File: src/rtl/conv_window_sequencer.sv
// 3x3 window fetch / conv / write-back sequencer over a 130x130 padded image.
// Define SLIDE_REUSE_EN to refetch only the new column when sliding right.
module conv_window_sequencer (
  input  logic        clk,
  input  logic        rst,
  input  logic        start,
  output logic        rd_en,
  output logic [14:0] rd_addr,
  output logic        win_load,
  output logic [3:0]  win_idx,
  output logic        shift_right,
  output logic        start_conv,
  input  logic        done_conv,
  output logic        wr_en,
  output logic [13:0] wr_addr,
  output logic        done
);

  typedef enum logic [2:0] {
    IDLE, FETCH, DRAIN, CONV, WAIT, WRITE, NEXT, FIN
  } state_e;

  state_e      state_q, state_d;
  logic [6:0]  r_q, r_d;
  logic [6:0]  c_q, c_d;
  logic [1:0]  i_q, i_d;
  logic [1:0]  j_q, j_d;
  logic        part_q, part_d;
  logic        ld_q, ld_d;
  logic [3:0]  ld_idx_q, ld_idx_d;

  logic        reuse_ok;
  logic [3:0]  slot;
  logic [14:0] row_w;
  logic [14:0] col_w;
  logic [14:0] rd_calc;

`ifdef SLIDE_REUSE_EN
  // Sliding within a row keeps columns 1,2 of the old window.
  assign reuse_ok = (c_q != 7'd127);
`else
  assign reuse_ok = 1'b0;
`endif

  assign slot    = ({2'b00, i_q} * 4'd3) + {2'b00, j_q};
  assign row_w   = {8'd0, r_q} + {13'd0, i_q};
  assign col_w   = {8'd0, c_q} + {13'd0, j_q};
  assign rd_calc = (row_w * 15'd130) + col_w;

  assign win_load = ld_q;
  assign win_idx  = ld_q ? ld_idx_q : 4'd0;

  always_ff @(posedge clk or posedge rst) begin
    if (rst) begin
      state_q  <= IDLE;
      r_q      <= 7'd0;
      c_q      <= 7'd0;
      i_q      <= 2'd0;
      j_q      <= 2'd0;
      part_q   <= 1'b0;
      ld_q     <= 1'b0;
      ld_idx_q <= 4'd0;
    end else begin
      state_q  <= state_d;
      r_q      <= r_d;
      c_q      <= c_d;
      i_q      <= i_d;
      j_q      <= j_d;
      part_q   <= part_d;
      ld_q     <= ld_d;
      ld_idx_q <= ld_idx_d;
    end
  end

  always_comb begin
    state_d     = state_q;
    r_d         = r_q;
    c_d         = c_q;
    i_d         = i_q;
    j_d         = j_q;
    part_d      = part_q;
    ld_d        = 1'b0;
    ld_idx_d    = 4'd0;
    rd_en       = 1'b0;
    rd_addr     = 15'd0;
    shift_right = 1'b0;
    start_conv  = 1'b0;
    wr_en       = 1'b0;
    wr_addr     = 14'd0;
    done        = 1'b0;
    unique case (state_q)
      IDLE: begin
        if (start) begin
          state_d = FETCH;
          r_d     = 7'd0;
          c_d     = 7'd0;
          i_d     = 2'd0;
          j_d     = 2'd0;
          part_d  = 1'b0;
        end
      end
      FETCH: begin
        rd_en    = 1'b1;
        rd_addr  = rd_calc;
        ld_d     = 1'b1;
        ld_idx_d = slot;
        if (i_q == 2'd2 && j_q == 2'd2) begin
          state_d = DRAIN;
        end else if (part_q || j_q == 2'd2) begin
          i_d = i_q + 2'd1;
          j_d = part_q ? 2'd2 : 2'd0;
        end else begin
          j_d = j_q + 2'd1;
        end
      end
      DRAIN: state_d = CONV;
      CONV: begin
        start_conv = 1'b1;
        state_d    = WAIT;
      end
      WAIT: begin
        if (done_conv) state_d = WRITE;
      end
      WRITE: begin
        wr_en   = 1'b1;
        wr_addr = {r_q, c_q};
        state_d = NEXT;
      end
      NEXT: begin
        shift_right = reuse_ok;
        part_d      = reuse_ok;
        i_d         = 2'd0;
        j_d         = reuse_ok ? 2'd2 : 2'd0;
        if (c_q == 7'd127) begin
          c_d = 7'd0;
          if (r_q == 7'd127) begin
            state_d = FIN;
          end else begin
            r_d     = r_q + 7'd1;
            state_d = FETCH;
          end
        end else begin
          c_d     = c_q + 7'd1;
          state_d = FETCH;
        end
      end
      FIN: begin
        done    = 1'b1;
        state_d = IDLE;
      end
      default: state_d = IDLE;
    endcase
  end

endmodule

File: config.mk
export PLATFORM = sky130hd
export DESIGN_NAME = conv_window_sequencer
export DESIGN_NICKNAME = d
export VERILOG_FILES = /design/src/rtl/conv_window_sequencer.sv
export SDC_FILE = /design/constraint.sdc
export NUM_CORES = 1
export LEC_CHECK = 0
export ABC_CLOCK_PERIOD_IN_PS = 11900
export CAP_MARGIN = 10
export CORE_MARGIN = 2
export CORE_UTILIZATION = 45
export DETAILED_ROUTE_END_ITERATION = 10
export PLACE_DENSITY = 0.67
export SYNTH_ARGS = -nofsm -noshare
export SYNTH_HDL_FRONTEND = slang
export SYNTH_SLANG_ARGS = --single-unit
File: constraint.sdc
create_clock -name clk -period 11.9 [get_ports clk]
set_clock_uncertainty 0.05 [all_clocks]
set_input_delay 2.38 -clock clk [delete_from_list [all_inputs] [get_ports clk]]
set_output_delay 2.38 -clock clk [all_outputs]
set_load 0.05 [all_outputs]
### Yosys cells after proc, flatten, opt, wreduce, memory -nomap -nowiden

Cells that the tools add are included.

* input port bits: 4
* output and inout bits: 39
* flip-flop bits (word level): 27

* muxes and demuxes: 30
* equality and inequality tests: 18
* multiply operators: 2
* $add $sub $neg: 8
* reduce and logical (&&, ||, !) cells: 10

Operator list (count)
* 7-bit two-way mux: 4
* 7-bit case mux with 2 select lines: 2
* 3-bit case mux with 8 select lines: 1
* 7-bit by 2-bit adder with 8-bit output: 2
* 15-bit by 8-bit adder with 15-bit output: 1
* 15-bit two-way mux: 1
* 3-bit two-way mux: 5
* 7-bit by 1-bit adder with 7-bit output (second input constant): 2
* 7-bit == test (second input constant): 2
* 8-bit by 7-bit multiplier with 14-bit output (second input constant): 1
* 14-bit two-way mux: 1
* 2-bit != test (second input constant): 7
* 3-bit == test (second input constant): 4
* 2-bit two-way mux: 6
* 2-bit case mux with 3 select lines: 2
* 4-bit two-way mux: 2
* 4-bit AND reduction: 2
* 3-bit by 2-bit == test with 1-bit output (second input constant): 2
* 3-bit AND reduction: 2
* 1-bit two-way mux: 5
* 2-bit by 1-bit adder with 2-bit output (second input constant): 2
* 4-bit by 2-bit adder with 4-bit output: 1
* 2-bit == test (second input constant): 2
* 2-bit by 2-bit multiplier with 4-bit output (second input constant): 1
* 8 further kinds: 8

### Logic depth before layout (Yosys ltp)

* word-level depth: 5
* gate-level depth with buffers: 13
* gate-level depth less buffers: 13

### Worst setup path before layout

OpenSTA, ideal clock, no wires.

* path type: reg2out
* start point: register i_q[0]
* end point: output rd_addr[14]
* stages on the path, launching flop included: 13
* arrival: 3.899 ns
* required time: 9.470 ns
* setup slack: 5.571 ns
* path through: dfrtp_1 ha_1 fa_1 and2_1 xnor2_1 inv_1 ha_1 ha_1 fa_1 o211ai_1 nor2_1 nand2_1 o41ai_2

* word-level cells in the longest chain between the ends: 4

Ends and longest elaborated chain
* start, declared: RTL line 26 `logic [1:0] i_q, i_d;`
* start signal, assigned: RTL line 67 `i_q <= i_d;`
* 7-bit by 2-bit adder with 8-bit output: RTL line 46 `assign row_w = {8'd0, r_q} + {13'd0, i_q};`
* 8-bit by 7-bit multiplier with 14-bit output: RTL line 48 `assign rd_calc = (row_w * 15'd130) + col_w;`
* 15-bit by 8-bit adder with 15-bit output: RTL line 48
* 15-bit two-way mux: RTL line 91 `unique case (state_q)`
* end, declared: RTL line 8 `output logic [14:0] rd_addr,`

Every way passes these cells.

### Worst setup path after layout

Ends and elaborated chain as after synthesis.

==> results.py <==
metrics = {
    "synthesis": {
        "syn_nets": 321,
        "yosysTopAreaCell": "dfrtp_1",
        "synth_edf_count": 0,
        "synth.distinct_cells": 55,
        "ys_ff_latch": 26,
        "yosysSeqAreaShare_pct": 26.4,
        "syn_area_per_cell_um2": 8.60,
        "synth_area_leaders": "dfrtp_1, ha_1, and2_1, nor2_1, xnor2_1",
        "synth_top_area_share_pct": 26.4,
        "netlist_instances": 287,
        "ys_async_sr_fraction_pct": 100,
        "ys_warn_count": 0,
        "ys.flop_type": "dfrtp_1",
        "synth_area_mm2": 0.00247,
    },
    "place": {
        "hpwl_um": 4450,
        "routabilityCongestion": 0.866,
        "pre_cts_slack_ns": 5.06,
        "placed_cells": 387,
        "place.port_buffers": 41,
    },
    "timing": {
        "worst_slack_ns": 4.79,
        "max-slew-margin-rel_pct": 33.6,
        "whs_ns": 0.526,
        "hold_viol_final": 0,
        "rsz0062_at_grt": "false",
        "layout_min_cycle_time_ns": 7.11,
        "setup-violations-final": 0,
        "fin_crit_sh_pct": 59.7,
        "tns_ns": 0,
        "drv_slew": 0,
        "max_slew.worst_pin.slew_ns": 0.995,
        "fmax_mhz": 141,
    },
    "route": {
        "vias": 2176,
        "drc": 0,
        "drt_pass1_iterations": 4,
        "viasPerCell": 5.58,
        "ant_nets": 0,
        "drtIter0Drc": 104,
        "finalWirelength_um": 5680,
        "wl_per_cell_um": 14.6,
    },
    "layout": {
        "mostFrequentLayoutCell": "clkdlybuf4s50_1",
        "final_util_pct": 56.5,
        "nNetsFinal": 356,
        "flow.area_growth_from_synthesis_pct": 19.1,
        "stdcell_count": 390,
        "num_antenna_cells": 0,
        "drive_gt1_share_pct": 4.69,
        "final_cell_mix": "clkdlybuf4s50_1, nor2_1, dfrtp_1",
    },
    "setup_path": {
        "crit_fanout": 7,
        "end_kind": "primary output",
        "arrival_ns": 4.68,
        "cp-start-kind": "flop",
        "r2r_start": "state_q[1]",
        "crit_type": "flop to primary output",
        "worst_ep_required_time_ns": 9.47,
        "worst_r2r_path_depth": 6,
        "r2r_slack_ns": 9.81,
        "reg2reg_to": "j_q[1]",
    },
    "pwr": {
        "peakVddDrop_uv": 109,
        "powerDensity_mw_per_mm2": 138,
        "power.leakage_nw": 1.31,
    },
    "global_routing": {
        "antenna_found_initial": 0,
        "grt_max_degree": 27,
        "grt_overflow": 0,
        "grt_pass1_vias": 1972,
        "grt_pass1_wl_um": 9480,
        "grt_use_total_pct": 19.3,
    },
    "clocking": {
        "clock-sinks": 26,
        "htreeDepth": 1,
        "hold_buffers": 0,
        "cts_resized": 0,
        "cts_tree": "yes",
        "cts_root_buf": "clkbuf_8",
        "clk_latency_ns": 0.27,
        "cts.path.max_buffers": 2,
        "post-cts-setup-buffers": 0,
        "cts_buffers": 3,
        "path_clk_slew_ns": 0.09,
    },
    "worst_hold_path": {
        "hp-class": "flop to flop",
        "holdPathStages": 1,
        "min_from": "c_q[3]",
        "hold_path_end": "c_q[3]",
    },
    "job": {
        "maxCapViolCount": 0,
    },
    "floorplanning": {
        "die_h_um": 78.1,
        "rows": 26,
        "core_mm2": 0.00520,
        "die_area_mm2": 0.00609,
        "io_pins": 43,
        "dieWidth_um": 78.1,
        "initial_utilization_pct": 47.4,
    },
    "status": {
        "run_status": "finished clean",
    },
}
[sequential cells by signal, indices dropped and copies added (netlist names)]
| name | count |
|---|---|
| c_q | 7 |
| i_q | 2 |
| j_q | 2 |
| ld_idx_q | 4 |
| r_q | 7 |
| state_q | 3 |
| win_load | 1 |
[final cells by class]
type | count | area [µm²]
sequential | 26 | 651
multi-input combinational | 230 | 1670
timing repair buffer | 42 | 418
clock buffer | 3 | 41.3
fill | 509 | 2270
inverter | 19 | 73.8
tap | 70 | 87.6
[metrics by stage]
stage	power, mW	cell area (µm²)
final	0.405	2940
after global routing	0.441	2940
after CTS	0.410	2940
after global placement	0.358	2900
after detailed placement	0.361	2900
after floorplan	0.297	2470
[cells by family (layout without fill, tap and decap cells)]
kind of cell / count (synthesis) / count (layout) / synth area share (%)
fa+ha+maj: 30 / 30 / 17.0
flops: 26 / 26 / 26.4
compound gates: 66 / 66 / 18.8
mux: 1 / 1 / 0.608
other cells: 1 / 1 / 0.152
buf+inv: 31 / 64 / 6.08
simple gates: 114 / 114 / 24.3
xor+xnor: 18 / 18 / 6.69
[per-layer routing]
| metal | GRT usage, % | up-vias | routed length [µm] |
|---|---|---|---|
| met2 | 31.6 | 54 | 2630 |
| met1 | 28.2 | 1054 | 2750 |
| met5 | 0 | - | 0 |
| li1 | - | 1066 | - |
| met4 | 1.75 | 0 | 19 |
| met3 | 2.99 | 2 | 274 |
[worst max path at each step]
stage	startpoint	end	slack, ns	cells past startpoint
final	i_q[0]	rd_addr[14]	4.79	13
after detailed placement	i_q[0]	rd_addr[14]	5.06	13
after global routing	i_q[0]	rd_addr[14]	4.54	14
after CTS	i_q[0]	rd_addr[14]	4.74	13
after floorplan	i_q[0]	rd_addr[14]	5.57	12
after global placement	i_q[0]	rd_addr[14]	5.09	14
[synth_stat cells, drive strengths merged (4+ instances only)]
library cell and instances:
fa 6, a21o 4, and2 25, clkbuf 5, nor2 36, xnor2 15
dfrtp 26, or3 4, a211oi 4, nand2 15, ha 24, o21ai 15
a21oi 18, nand3 11, buf 7, nand2b 4, inv 19
[critical path: stages (launching register included)]
cell and delay [ns]:
dfrtp_1 0.47, ha_1 0.26, fa_1 0.42, and2_1 0.17
xnor2_1 0.25, inv_1 0.17, ha_1 0.23, ha_1 0.20
fa_1 0.55, o211ai_1 0.16, nor2_1 0.28, nand2_1 0.11
o41ai_2 0.29, clkdlybuf4s50_1 0.86
[power by group]
part	total, mW	switching [mW]	internal (mW)
sequential	0.137	0.0305	0.107
clock	0.0497	0.0271	0.0227
combinational	0.218	0.145	0.0730
total	0.405	0.203	0.202
Note: power is estimated with default switching activity, not from simulation.
